### src/rtl/fetch_queue.sv
// Fetch-to-decode circular queue, DEPTH entries of {pc, instr}; push-to-head latency 1, no bypass.
// in_ready drops only when full and out_valid only when empty, both from registered count; flush beats push/pop.
module fetch_queue #(
    parameter int DEPTH = 4
) (
    input  logic                       clk,
    input  logic                       rst,
    input  logic                       in_valid,
    input  logic [31:0]                in_pc,
    input  logic [31:0]                in_instr,
    output logic                       in_ready,
    output logic                       out_valid,
    output logic [31:0]                out_pc,
    output logic [31:0]                out_instr,
    input  logic                       out_ready,
    input  logic                       flush,
    output logic [$clog2(DEPTH):0]     count
);
    localparam int AW = $clog2(DEPTH);
    localparam int CW = AW + 1;

    logic [63:0]   r_mem [DEPTH];
    logic [AW-1:0] r_rd_ptr;
    logic [AW-1:0] r_wr_ptr;
    logic [CW-1:0] r_count;

    logic          w_push;
    logic          w_pop;
    logic [63:0]   w_head;

    assign in_ready  = (r_count < CW'(DEPTH));
    assign out_valid = (r_count != '0);
    assign count     = r_count;

    assign w_push = in_valid && in_ready;
    assign w_pop  = out_valid && out_ready;
    assign w_head = r_mem[r_rd_ptr];

    // Stale storage is never cleared, so the head is masked whenever the queue is empty.
    assign out_pc    = out_valid ? w_head[63:32] : 32'h0;
    assign out_instr = out_valid ? w_head[31:0]  : 32'h0;

    always_ff @(posedge clk) begin
        if (w_push && !flush && !rst) begin
            r_mem[r_wr_ptr] <= {in_pc, in_instr};
        end
    end

    always_ff @(posedge clk or posedge rst) begin
        if (rst) begin
            r_rd_ptr <= '0;
            r_wr_ptr <= '0;
            r_count  <= '0;
        end else if (flush) begin
            r_rd_ptr <= '0;
            r_wr_ptr <= '0;
            r_count  <= '0;
        end else begin
            if (w_push) begin
                r_wr_ptr <= r_wr_ptr + AW'(1);
            end
            if (w_pop) begin
                r_rd_ptr <= r_rd_ptr + AW'(1);
            end
            r_count <= r_count + CW'(w_push) - CW'(w_pop);
        end
    end
endmodule

### config.mk
export PLATFORM = sky130hd
export DESIGN_NAME = fetch_queue
export DESIGN_NICKNAME = d
export VERILOG_FILES = /design/src/rtl/fetch_queue.sv
export SDC_FILE = /design/constraint.sdc
export NUM_CORES = 1
export LEC_CHECK = 0
export CAP_MARGIN = 10
export CORE_MARGIN = 3
export CORE_UTILIZATION = 35
export CTS_CLUSTER_SIZE = 20
export DETAILED_ROUTE_END_ITERATION = 8
export PLACE_DENSITY = 0.53
export SLEW_MARGIN = 10
export SYNTH_ARGS = -nofsm -noshare
export SYNTH_HDL_FRONTEND = slang
export SYNTH_SLANG_ARGS = --single-unit
### constraint.sdc
create_clock -name clk -period 3.15 [get_ports clk]
set_input_delay 0.315 -clock clk [delete_from_list [all_inputs] [get_ports clk]]
set_output_delay 0.315 -clock clk [all_outputs]
set_load 0.02 [all_outputs]
==> metrics.cfg <==
[yosys]
synth_area_mm2 = 0.0101
yosysSeqAreaShare_pct = 77.8
ys_warn_count = 0
synth_cells = 452
synth_cell_type_count = 20
synth.largest_area_cell = edfxtp_1
synth.area.top_cells = edfxtp_1, mux4_2, and2_1
avgSynthCellArea_um2 = 22.3
synth_nets = 528
synth_top_cell_area_share_pct = 76.1
ys_seq_elements = 263

[sta]
fmax_mhz = 338
finalHoldViolCount = 0
skew_ns = 0.00689
drv_slew = 0
setup_viol = 0
slew_headroom_pct = 58.2
rsz0062_at_grt = false
finalCritPeriodShare_pct = 94.0
finalSetupTns_ns = 0
tightest_slew_ns = 0.628
period_minus_slack_ns = 2.96

[pwr]
power_per_cell_area_mw_per_mm2 = 866
p_leak_nw = 4.16
irDropWorstVdd_uv = 552

[global_routing]
grt_pass1_vias = 5258
grt_pass1_wl_um = 31800
grt_busiest_layer = met2
met2_usage_pct = 20.6
gr-total-overflow = 0
antenna_found_initial = 3
grt.met1_usage_pct = 19.4
grt_usage_pct = 13.4
grt_use_met3_pct = 3.83
grt_max_degree = 66

[cts]
clock_path_buffers = 3
root_buffer = clkbuf_16
htree_levels = 1
cts_buffers = 28
cts_hold_buf = 0
path_clk_slew_ns = 0.06
clock_sinks = 263
clk_latency_ns = 0.52
cts_resized = 0
cts_setup_buffers = 0
cts_tree = done

[hold_path]
hp-class = in -> async

[setup_path]
max_stage_delay_ns = 0.55
crit_family = buffers and inverters
slowest_stage = clkdlybuf4s50_1
cp_num_buf_inv = 2
worstSetupEndpointType = primary output
crit_fanout = 65
critPathArrivalTime_ns = 2.64
start_kind = flop
critPathKind = reg -> out
crit_required_ns = 2.83
path_cells = or3_2 -> buf_4 -> and2_1 -> clkdlybuf4s50_1

[run]
cap_violations = 0

[status]
run_status = finished clean

[final_layout]
area.growth.synth_to_final_pct = 29.3
num_antenna_cells = 0
drive_above_1_share_pct = 20.3
utilization_pct = 46.5
final_nets = 686
fill_cells = 2425

[detailed_routing]
drc = 0
routed_wl_um = 20700
num_vias = 4781
ant_nets = 0
drtPass1Iterations = 4
wl_per_cell_um = 20.5
drt_iter0_markers = 384
via_per_inst = 4.73

[floorplanning]
die-area_mm2 = 0.0309
chipHeight_um = 176
start_util_pct = 36.0
die_w_um = 176
pin_count = 138
rows = 61
coreArea_mm2 = 0.0281

[placement]
routabilityCongestion = 0.744
port_buffers = 137
dp_hpwl_um = 12800

## layout make-up
type	instances	area, um^2	share of cell area [%]
sequential	263	7870	60.2
multi-input combinational	159	2090	16.0
timing repair buffer	150	1580	12.1
clock buffer	33	741	5.67
tap	378	473	3.62
clock inverter	19	277	2.12
inverter	8	30.0	0.230
## cells in the final DEF, fill, tap and decap left out, types with 2 or more instances in the layout
cell,count
and2_1,65
and2_4,4
buf_12,9
buf_4,4
bufinv_16,7
clkbuf_1,4
clkbuf_16,29
clkdlybuf4s50_1,137
clkinv_1,4
clkinv_2,4
clkinvlp_4,3
dfrtp_1,5
dfrtp_4,2
edfxtp_1,256
ha_1,6
inv_1,8
mux4_2,64
nand2_1,2
nor2_1,5
nor2b_1,2
nor3_1,2
xor2_1,3
## registers in the layout (all words and copies together), names as in the netlist
register and cells:
count 3, r_wr_ptr 2, r_mem 256, r_rd_ptr 2
## layer usage
layer  vias up  wire (um)
met5         -         47
met4         6        278
met3        31       1320
met2       122       9580
met1      2481       9450
li1       2141          -
## cells by family after synthesis
| kind of cell | synth area share, % |
|---|---|
| AO/OA/AOI/OAI | 0.211 |
| XOR/XNOR | 0.347 |
| adder cells (fa/ha/maj) | 0.941 |
| buffers and inverters | 1.59 |
| flip-flops | 77.8 |
| multiplexers | 14.3 |
| AND/OR/NAND/NOR | 4.82 |
## cell usage after synthesis (all sizes together)
master  instances
nor3            2
ha              6
inv             8
nand2           2
a21oi           1
o31ai           1
dfrtp           7
xor2            3
o311ai          1
edfxtp        256
xnor2           1
mux4           64
clkbuf          9
or3             1
nor2            5
nor2b           2
buf            13
and2           69
fa              1
## through the flow
stage / power (W) / cells / setup slack (ns) / hold slack (ns) / area [um^2]
floorplan: 0.00629 / 452 / 0.141 / 0.118 / 10100
global placement: 0.00792 / 958 / 0.609 / 0.566 / 12000
detailed placement: 0.00796 / 958 / 0.503 / 0.575 / 12000
CTS: 0.0115 / 1010 / 0.145 / 0.0548 / 13100
global route: 0.0119 / 1010 / 0.0316 / 0.120 / 13100
finish: 0.0113 / 1010 / 0.190 / 0.0691 / 13100
## worst paths after layout
kind,start,to,slack [ns],depth (start not counted)
min in group clk,in_instr[30],r_mem[3][30]$_DFFE_PP_,0.43,1
max in group asynchronous,rst,r_rd_ptr[0]$_DFFE_PP0P_,2.83,2
hold reg to reg,r_wr_ptr[1]$_DFFE_PP0P_,r_wr_ptr[1]$_DFFE_PP0P_,0.58,2
setup reg to reg,count[1]$_DFF_PP0_,count[2]$_DFF_PP0_,0.79,10
hold / removal,rst,r_rd_ptr[1]$_DFFE_PP0P_,0.07,2
setup / recovery,count[1]$_DFF_PP0_,out_instr[0],0.19,4
## where the power goes
| group | switching [W] | leakage, nW | total (W) | internal (W) |
|---|---|---|---|---|
| Clock | 0.00128 | 0.488 | 0.00353 | 0.00225 |
| Sequential | 0.0000877 | 2.40 | 0.00408 | 0.00399 |
| Combinational | 0.00186 | 1.27 | 0.00372 | 0.00186 |
| Total | 0.00322 | 4.16 | 0.0113 | 0.00810 |
Power figures use the tool's default switching activity.
